==> src/rtl/alu_op_issuer.sv <==
// ---------------------------------------------------------------------------
// alu_op_issuer
//
// Sequential initiator for an external combinational ALU datapath
// (AND / OR / XOR / adder behind a result mux). It accepts one operation per
// req_valid/req_ready handshake, drives the datapath, captures the result and
// returns it with flags over a rsp_valid/rsp_ready channel.
//   SUB  : adder with inverted B and carry-in 1 (carry 1 = no borrow)
//   SLT  : SUB drive, signed less-than from sign bit and overflow
//   MUL  : iterative shift-add loop on the adder, low WIDTH bits kept
//
// Optional feature: define MUL_EARLY_EXIT_EN to leave the MUL loop as soon as
// the remaining multiplier is zero (same results, shorter latency).
//
// Ports
//   clk, rst                 clock, synchronous active-high reset
//   req_valid/ready/op/a/b   request channel
//   alu_a/b/cin/sel          datapath drive (registered)
//   alu_y, alu_cout          datapath result, combinational from alu_*
//   rsp_valid/ready          response handshake
//   rsp_result/carry/zero/err response payload
//   busy                     issuer is not idle
// ---------------------------------------------------------------------------
module alu_op_issuer #(
    parameter int               WIDTH      = 32,
    parameter logic [WIDTH-1:0] ERR_RESULT = '0
) (
    input  logic             clk,
    input  logic             rst,
    input  logic             req_valid,
    output logic             req_ready,
    input  logic [2:0]       req_op,
    input  logic [WIDTH-1:0] req_a,
    input  logic [WIDTH-1:0] req_b,
    output logic [WIDTH-1:0] alu_a,
    output logic [WIDTH-1:0] alu_b,
    output logic             alu_cin,
    output logic [2:0]       alu_sel,
    input  logic [WIDTH-1:0] alu_y,
    input  logic             alu_cout,
    output logic             rsp_valid,
    input  logic             rsp_ready,
    output logic [WIDTH-1:0] rsp_result,
    output logic             rsp_carry,
    output logic             rsp_zero,
    output logic             rsp_err,
    output logic             busy
);

    localparam int CNT_W = $clog2(WIDTH);
    localparam logic [CNT_W-1:0] LAST_STEP = CNT_W'(WIDTH - 1);

    localparam logic [2:0] SEL_AND = 3'b000;
    localparam logic [2:0] SEL_OR  = 3'b001;
    localparam logic [2:0] SEL_ADD = 3'b010;
    localparam logic [2:0] SEL_XOR = 3'b011;

    typedef enum logic [1:0] {S_IDLE, S_EXEC, S_MUL, S_RESP} state_t;
    typedef enum logic [2:0] {
        OP_AND = 3'b000, OP_OR  = 3'b001, OP_ADD = 3'b010, OP_XOR = 3'b011,
        OP_SUB = 3'b100, OP_SLT = 3'b101, OP_MUL = 3'b110, OP_ILL = 3'b111
    } op_t;

    state_t             r_state;
    op_t                r_op;
    logic [WIDTH-1:0]   r_a;          // operand A; multiplicand during MUL
    logic [WIDTH-1:0]   r_b;          // operand B; multiplier during MUL
    logic [CNT_W-1:0]   r_cnt;
    logic               r_req_ready;
    logic               r_busy;
    logic [WIDTH-1:0]   r_alu_a;      // also the MUL accumulator
    logic [WIDTH-1:0]   r_alu_b;
    logic               r_alu_cin;
    logic [2:0]         r_alu_sel;
    logic               r_rsp_valid;
    logic [WIDTH-1:0]   r_rsp_result;
    logic               r_rsp_carry;
    logic               r_rsp_zero;
    logic               r_rsp_err;

    op_t                w_req_op;
    logic               w_req_sub;
    logic [2:0]         w_req_sel;
    logic               w_ovf;
    logic [WIDTH-1:0]   w_exec_result;
    logic               w_exec_carry;
    logic [WIDTH-1:0]   w_mcand_nxt;
    logic [WIDTH-1:0]   w_mplier_nxt;
    logic               w_mul_done;

    assign w_req_op     = op_t'(req_op);
    assign w_req_sub    = (w_req_op == OP_SUB) || (w_req_op == OP_SLT);
    assign w_mcand_nxt  = r_a << 1;
    assign w_mplier_nxt = r_b >> 1;

`ifdef MUL_EARLY_EXIT_EN
    // Once the remaining multiplier is zero no further step can change acc.
    assign w_mul_done = (w_mplier_nxt == '0) || (r_cnt == LAST_STEP);
`else
    assign w_mul_done = (r_cnt == LAST_STEP);
`endif

    // NOTE: every signal written in always_comb gets a default first, so no
    // path leaves it unassigned and no latch is inferred.
    always_comb begin
        w_req_sel = SEL_ADD;
        case (w_req_op)
            OP_AND:  w_req_sel = SEL_AND;
            OP_OR:   w_req_sel = SEL_OR;
            OP_XOR:  w_req_sel = SEL_XOR;
            default: w_req_sel = SEL_ADD;
        endcase
    end

    // EXEC result shaping. SLT: signed a < b is sign(a-b) corrected by overflow.
    always_comb begin
        w_ovf         = (r_a[WIDTH-1] ^ r_b[WIDTH-1]) & (r_a[WIDTH-1] ^ alu_y[WIDTH-1]);
        w_exec_result = alu_y;
        w_exec_carry  = 1'b0;
        case (r_op)
            OP_ADD, OP_SUB: w_exec_carry  = alu_cout;
            OP_SLT:         w_exec_result = {{(WIDTH-1){1'b0}}, alu_y[WIDTH-1] ^ w_ovf};
            default:        ;
        endcase
    end

    // NOTE: sequential state uses non-blocking assignments only, so every
    // register samples pre-edge values regardless of statement order.
    always_ff @(posedge clk) begin
        if (rst) begin
            r_state      <= S_IDLE;
            r_op         <= OP_AND;
            r_a          <= '0;
            r_b          <= '0;
            r_cnt        <= '0;
            r_req_ready  <= 1'b1;
            r_busy       <= 1'b0;
            r_alu_a      <= '0;
            r_alu_b      <= '0;
            r_alu_cin    <= 1'b0;
            r_alu_sel    <= SEL_AND;
            r_rsp_valid  <= 1'b0;
            r_rsp_result <= '0;
            r_rsp_carry  <= 1'b0;
            r_rsp_zero   <= 1'b0;
            r_rsp_err    <= 1'b0;
        end else begin
            case (r_state)
                S_IDLE: begin
                    if (req_valid) begin
                        r_op        <= w_req_op;
                        r_a         <= req_a;
                        r_b         <= req_b;
                        r_cnt       <= '0;
                        r_req_ready <= 1'b0;
                        r_busy      <= 1'b1;
                        case (w_req_op)
                            OP_MUL: begin
                                // First step's drive: acc = 0, add a if b[0].
                                r_state   <= S_MUL;
                                r_alu_a   <= '0;
                                r_alu_b   <= req_b[0] ? req_a : '0;
                                r_alu_cin <= 1'b0;
                                r_alu_sel <= SEL_ADD;
                            end
                            OP_ILL: begin
                                r_state      <= S_RESP;
                                r_rsp_valid  <= 1'b1;
                                r_rsp_result <= ERR_RESULT;
                                r_rsp_carry  <= 1'b0;
                                r_rsp_zero   <= (ERR_RESULT == '0);
                                r_rsp_err    <= 1'b1;
                            end
                            default: begin
                                r_state   <= S_EXEC;
                                r_alu_a   <= req_a;
                                r_alu_b   <= w_req_sub ? ~req_b : req_b;
                                r_alu_cin <= w_req_sub;
                                r_alu_sel <= w_req_sel;
                            end
                        endcase
                    end
                end
                S_EXEC: begin
                    r_state      <= S_RESP;
                    r_rsp_valid  <= 1'b1;
                    r_rsp_result <= w_exec_result;
                    r_rsp_carry  <= w_exec_carry;
                    r_rsp_zero   <= (w_exec_result == '0);
                    r_rsp_err    <= 1'b0;
                    r_alu_a      <= '0;
                    r_alu_b      <= '0;
                    r_alu_cin    <= 1'b0;
                    r_alu_sel    <= SEL_AND;
                end
                S_MUL: begin
                    r_a   <= w_mcand_nxt;
                    r_b   <= w_mplier_nxt;
                    r_cnt <= r_cnt + CNT_W'(1);
                    if (w_mul_done) begin
                        r_state      <= S_RESP;
                        r_rsp_valid  <= 1'b1;
                        r_rsp_result <= alu_y;
                        r_rsp_carry  <= 1'b0;
                        r_rsp_zero   <= (alu_y == '0);
                        r_rsp_err    <= 1'b0;
                        r_alu_a      <= '0;
                        r_alu_b      <= '0;
                        r_alu_sel    <= SEL_AND;
                    end else begin
                        // Next step's drive from the shifted operands.
                        r_alu_a <= alu_y;
                        r_alu_b <= w_mplier_nxt[0] ? w_mcand_nxt : '0;
                    end
                end
                S_RESP: begin
                    if (rsp_ready) begin
                        r_state     <= S_IDLE;
                        r_rsp_valid <= 1'b0;
                        r_req_ready <= 1'b1;
                        r_busy      <= 1'b0;
                    end
                end
                default: r_state <= S_IDLE;
            endcase
        end
    end

    assign req_ready  = r_req_ready;
    assign busy       = r_busy;
    assign alu_a      = r_alu_a;
    assign alu_b      = r_alu_b;
    assign alu_cin    = r_alu_cin;
    assign alu_sel    = r_alu_sel;
    assign rsp_valid  = r_rsp_valid;
    assign rsp_result = r_rsp_result;
    assign rsp_carry  = r_rsp_carry;
    assign rsp_zero   = r_rsp_zero;
    assign rsp_err    = r_rsp_err;

endmodule
==> config.mk <==
export PLATFORM = sky130hd
export DESIGN_NAME = alu_op_issuer
export DESIGN_NICKNAME = d
export VERILOG_FILES = /design/src/rtl/alu_op_issuer.sv
export SDC_FILE = /design/constraint.sdc
export NUM_CORES = 1
export LEC_CHECK = 0
export CELL_PAD_IN_SITES_DETAIL_PLACEMENT = 1
export CELL_PAD_IN_SITES_GLOBAL_PLACEMENT = 2
export CORE_ASPECT_RATIO = 1.2
export CORE_UTILIZATION = 29
export DETAILED_ROUTE_END_ITERATION = 8
export PLACE_DENSITY = 0.83
export SLEW_MARGIN = 30
export SYNTH_ARGS = -nofsm -noshare
export SYNTH_HDL_FRONTEND = slang
export SYNTH_SLANG_ARGS = --single-unit
export TNS_END_PERCENT = 30
==> constraint.sdc <==
create_clock -name clk -period 2.9 [get_ports clk]
set_clock_uncertainty 0.15 [all_clocks]
set_input_delay 0.29 -clock clk [delete_from_list [all_inputs] [get_ports clk]]
set_output_delay 0.29 -clock clk [all_outputs]
set_load 0.02 [all_outputs]
==> results.yml, run 1 <==
synthesis:
  netlist_area_um2: 8150
  synth_top_area_frac: 0.437
  syn_nets: 994
  synth_area_leaders: "dfxtp_1 (44%), a211oi_1 (8.8%), mux2i_1 (7.9%)"
  ys_ff_latch: 178
  synth_async_sr_flop_share: 0
  synth_top_family_by_area: "compound AO/OA/AOI/OAI gates"
  synth-seq-area-share: 0.437
  synthSimpleGateAreaFrac: 0.138
  synth_cell_types: 55
  synth_compound_area_frac: 0.240
  synth_fa_ha_area_frac: 0.00922
  synth_xor_area_frac: 0.0355
  yosys.area.top_type: "dfxtp_1"
  synthFlopType: "dfxtp_1"
  synthMuxAreaShare: 0.0786
  ys_warn_count: 0
  syn_inst: 884
  syn_area_per_cell_um2: 9.21
  synth_edf_count: 0
worst_setup_path:
  cp_max_fo: 32
  cp-start-kind: "register"
  crit_type: "register to register"
  cpMostUsedCell: "buf_4"
  max_stage_delay_ns: 0.40
  end_kind: "register"
  ff2ff_path_depth: 8
  path_cells: "inv_1 -> ha_1 -> and2_1 -> buf_4 -> a21oi_4 -> buf_4 -> a221oi_1 -> nor3_1"
  arrival_ns: 2.74
  cp_slowest_cell: "buf_4"
  cp.required_ns: 3.10
clocking:
  postCtsHoldBufs: 0
  insertion_delay_ns: 0.44
  post_cts_buffers: 0
  h-tree-depth: 4
  numCtsBuffers: 17
  cts_tree: "yes"
  cts-root-buf: "clkbuf_16"
  cts_buffer_depth: 2
  cts_resized: 0
  cts.sinks: 178
  cts.clk_slew.worst_paths_ns: 0.07
pwr:
  cellInternalPower_w: 0.00726
  p_leak_nw: 3.92
  p_comb_frac: 0.517
  switchingPower_w: 0.00567
  clkPwrFrac: 0.176
  ir_worst_vdd_mv: 0.685
  p_sw_frac: 0.439
  p_per_area_nw_per_um2: 1160
  pwr-share-seq: 0.307
placement:
  place_hpwl_um: 20700
  globalplace.congestion: 0.819
  place_ws_ns: 0.360
  port_buffers: 208
  placed_cells: 1401
drt:
  vias: 7485
  wirelength_um: 29100
  via_per_inst: 5.22
  ant_nets: 0
  drt_first_pass_iters: 4
  drt_iter0_drc: 358
  wl_per_cell_um: 20.3
  drc: 0
sta:
  slew_violations: 0
  layout_setup_ws_ns: 0.358
  worstMarginPinSlew_ns: 0.774
  max_freq_mhz: 393
  finalCritPeriodShare: 0.877
  rsz0062_at_grt: "false"
  relSlewSlack: 0.484
  hold_viol: 0
  period_needed_ns: 2.54
  tns_ns: 0
  setup_viol: 0
min_path:
  hp-class: "input pin to register"
  min_path_cells: 2
cells_and_area:
  stdcell_count: 1435
  seq_area_um2: 3560
  nets: 1156
  layout-drive-gt1-share: 0.0793
  multi_input_area_um2: 4140
  fin_util: 0.406
  fillCellCount: 3090
  area_delta_synth_final_pct: 36.4
floorplan:
  core_um2: 27300
  fp.dieH_um: 186
  num_rows: 66
  io_pins: 210
  fp.dieW_um: 155
  start_util: 0.298
  fp.dieArea_um2: 28800
global_route:
  grtUsageTotal: 0.205
  overflow: 0
  grt_pass1_wl_um: 45200
  grt_pass1_vias: 7648
  grt_max_degree: 123
  antenna_found_initial: 2
run:
  drv_cap: 0
status:
  outcome: "finished clean"
-- cell usage after synthesis, types with 2 or more instances --
cell and count:
buf_2 39, nor2b_2 2, o22ai_1 2, nor4_1 10
a32oi_1 2, nor2_1 146, o221ai_1 2, and2_1 2
xor2_1 19, a21oi_1 46, ha_1 6, and3_1 4
a22o_1 31, clkbuf_1 27, nor3_1 47, a211oi_1 96
buf_1 2, inv_1 7, o21ai_1 2, a211oi_2 11
a221oi_1 32, nand4_1 3, xnor2_1 14, buf_6 2
buf_4 15, o21ai_0 5, clkbuf_2 2, a22oi_1 23
mux2i_1 64, dfxtp_1 178, nand2_1 19
-- state kept, by name (all words and copies together), names as in the netlist --
signal and cells:
r_op 3, rsp_err 1, r_b 31, alu_cin 1
r_a 32, alu_b 32, rsp_zero 1, r_cnt 5
req_ready 1, busy 1, alu_sel 2, rsp_valid 1
r_state 2, rsp_result 32, alu_a 32, rsp_carry 1
-- per-stage QoR --
step / hold slack [ns] / power (W) / instance area [um2]
6_report: 0.251 / 0.0129 / 11100
5_1_grt: 0.272 / 0.0138 / 11100
2_1_floorplan: 0.266 / 0.00824 / 8150
4_1_cts: 0.252 / 0.0131 / 11100
3_3_place_gp: 0.313 / 0.0106 / 10500
3_5_place_dp: 0.315 / 0.0107 / 10500
-- cell type report --
cell class,instances,area share
Tap cell,374,0.0421
Clock buffer,18,0.0386
Sequential cell,178,0.321
Multi-Input combinational cell,610,0.372
Inverter,8,0.00270
Antenna cell,2,0.000450
Timing Repair Buffer,231,0.211
Clock inverter,14,0.0125
-- worst paths after layout --
| kind | start | end | slack, ns |
|---|---|---|---|
| max | r_state[0] | alu_a[30] | 0.36 |
| min | rst | rsp_carry | 0.25 |
| max reg2reg | r_state[0] | alu_a[30] | 0.36 |
| min reg2reg | rsp_result[23] | rsp_result[23] | 0.33 |
-- worst max-delay path: cells and delay by family (launching register included) --
kind                     cells  cell delay [ns]
AO/OA/AOI/OAI                2             0.38
buffers and inverters        3             0.68
adder cells (fa/ha/maj)      1             0.38
flip-flops                   1             0.39
AND/OR/NAND/NOR              2             0.46
-- cell usage in the layout, fill, tap and decap left out, types with 19 or more instances in the layout --
| master | instances |
|---|---|
| clkdlybuf4s50_1 | 207 |
| dfxtp_1 | 178 |
| nor2_1 | 145 |
| a211oi_1 | 96 |
| mux2i_1 | 64 |
| nor3_1 | 47 |
| a21oi_1 | 46 |
| a221oi_1 | 32 |
| a22o_1 | 31 |
| a22oi_1 | 23 |
| nand2_1 | 19 |
| xor2_1 | 19 |
-- cell families after synthesis --
logic type / after synthesis
flip-flops: 178
buffers and inverters: 96
multiplexers: 64
other: 1
adder cells (fa/ha/maj): 6
XOR/XNOR: 33
AND/OR/NAND/NOR: 247
AO/OA/AOI/OAI: 259
-- per-layer routing --
metal,up-vias,share of wire,track usage
li1,3583,-,-
met5,-,0,0
met4,0,0.019,0.0685
met1,3682,0.46,0.269
met2,187,0.46,0.334
met3,33,0.052,0.0447
-- power groups by stage --
stage	Sequential, W	Combinational (W)	Clock (W)
2_1_floorplan	0.00449	0.00375	0
3_3_place_gp	0.00400	0.00658	0
3_5_place_dp	0.00402	0.00672	0
4_1_cts	0.00398	0.00676	0.00233
5_1_grt	0.00409	0.00731	0.00244
6_report	0.00397	0.00669	0.00227
Note: power is estimated with default switching activity, not from simulation.
==> run 2: changes to the inputs <==
CORE_ASPECT_RATIO = 1.1   (was 1.2)
SLEW_MARGIN = not set   (was 30)
==> run 2 against run 1 <==
Compared with the run above: sequential share of layout area down 0.22 points; largest cell class unchanged; register-to-register slack improved by 0.02 ns; total power grew 0.82%; largest power group unchanged; utilization grew 0.36 points; routed wire length increased by 4.5%; clock-buffer cell count decreased by 1; via count increased by 1.2%; cell count fell by 0.91%; combinational power about the same; first-iteration DRC count fell by 6.7%.
==> results.yml, run 2 (synthesized netlist as in run 1, its figures left out) <==
worst_setup_path:
  cp.required_ns: 3.08
  max_stage_delay_ns: 0.44
  end_kind: "register"
  arrival_ns: 2.70
  cp_slowest_cell: "and2_1"
  cp_max_fo: 31
  path_cells: "inv_1 -> ha_1 -> and2_1 -> a21oi_1 -> nor2_2 -> nor2_2 -> buf_4 -> a22o_1"
  cpMostUsedCell: "nor2_2"
  crit_type: "register to register"
  cp-start-kind: "register"
floorplan:
  fp.dieH_um: 178
  start_util: 0.299
  num_rows: 63
  fp.dieArea_um2: 28800
  fp.dieW_um: 162
  io_pins: 210
  core_um2: 27300
clocking:
  cts.clk_slew.worst_paths_ns: 0.08
  insertion_delay_ns: 0.43
  postCtsHoldBufs: 0
  cts_buffer_depth: 2
  post_cts_buffers: 0
  cts_resized: 0
  h-tree-depth: 4
  cts.sinks: 178
  numCtsBuffers: 17
  cts_tree: "yes"
  cts-root-buf: "clkbuf_16"
sta:
  tns_ns: 0
  relSlewSlack: 0.476
  period_needed_ns: 2.52
  hold_viol: 0
  setup_viol: 0
  rsz0062_at_grt: "false"
  finalCritPeriodShare: 0.871
  worstMarginPinSlew_ns: 0.786
  max_freq_mhz: 396
  slew_violations: 0
placement:
  port_buffers: 208
  place_hpwl_um: 21900
  globalplace.congestion: 0.777
drt:
  ant_nets: 0
  via_per_inst: 5.33
  drt_first_pass_iters: 4
  drc: 0
  wirelength_um: 30400
  wl_per_cell_um: 21.4
  drt_iter0_drc: 334
  vias: 7576
cells_and_area:
  area_delta_synth_final_pct: 37.3
  final_common_cell: "clkdlybuf4s50_1"
  fillCellCount: 3121
  layout_common_cells: "clkdlybuf4s50_1 (207), dfxtp_1 (178), nor2_1 (145), a211oi_1 (96), mux2i_1 (64)"
  layout-drive-gt1-share: 0.0854
  antennaDiodeCount: 0
  nets: 1162
pwr:
  ir_worst_vdd_mv: 0.609
  pwr-share-seq: 0.306
  p_per_area_nw_per_um2: 1170
  total_power_w: 0.0130
  clkPwrFrac: 0.181
  cellInternalPower_w: 0.00727
  p_comb_frac: 0.513
  p_sw_frac: 0.442
  switchingPower_w: 0.00577
  p_leak_nw: 3.97
min_path:
  hp-class: "input pin to register"
run:
  drv_cap: 0
global_route:
  grt_pass1_vias: 7792
  grtUsageTotal: 0.214
  antenna_found_initial: 0
  grt_pass1_wl_um: 46500
  overflow: 0
  grt_max_degree: 66
status:
  outcome: "finished clean"
## run 2: cell count changes in the layout (fill, tap and decap cells not counted), moves of 2 or more
cell / before / now
clkinv_4: 4 / 2
clkinv_8: 1 / 6
buf_4: 17 / 22
diode_2: 2 / 0
## run 2: worst paths after layout
path,from,slack [ns],endpoint,cells after the start
worst max-delay path,r_state[0],0.38,rsp_result[22],8
worst min-delay path,rst,0.21,alu_b[0],2
worst max register to register,r_state[0],0.38,rsp_result[22],8
worst min register to register,r_op[0],0.33,r_op[0],2
## run 2: power by group through the flow
stage | sequential (W) | clock, W | combinational, W
2_1_floorplan | 0.00449 | 0 | 0.00375
3_5_place_dp | 0.00403 | 0 | 0.00670
3_3_place_gp | 0.00402 | 0 | 0.00658
5_1_grt | 0.00409 | 0.00252 | 0.00728
6_report | 0.00399 | 0.00236 | 0.00669
4_1_cts | 0.00399 | 0.00242 | 0.00675
## run 2: area by class of cell
class	instances	area (um2)	share of cell area
clock buffers	17	425	0.0380
clock inverters	15	186	0.0167
inverters	8	30.0	0.00268
multi-input cells	610	4140	0.370
flip-flops and latches	178	3560	0.319
well taps	357	447	0.0399
repair buffers	237	2400	0.214
## run 2: through the flow
step / hold slack [ns] / instance area (um2) / instances / utilization / setup slack (ns)
6_report: 0.214 / 11200 / 1422 / 0.410 / 0.375
5_1_grt: 0.241 / 11200 / 1422 / 0.410 / 0.224
4_1_cts: 0.203 / 11200 / 1422 / 0.410 / 0.376
3_5_place_dp: 0.318 / 10600 / 1390 / 0.388 / 0.368
3_3_place_gp: 0.312 / 10600 / 1390 / 0.388 / 0.431
2_1_floorplan: 0.266 / 8150 / 884 / - / 0.835
## run 2: worst max-delay path: cells and delay by family (launching register included)
family / cells / cell delay [ns]
AO/OA/AOI/OAI: 2 / 0.41
adder cells (fa/ha/maj): 1 / 0.39
buffers and inverters: 2 / 0.39
flip-flops: 1 / 0.34
AND/OR/NAND/NOR: 3 / 0.72
## run 2: per-layer routing
layer / GRT usage / wire length (um) / up-vias
met3: 0.0430 / 1740 / 49
met4: 0.0861 / 967 / 0
met5: 0 / 0 / -
met1: 0.273 / 13300 / 3722
met2: 0.351 / 14400 / 219
li1: - / - / 3586
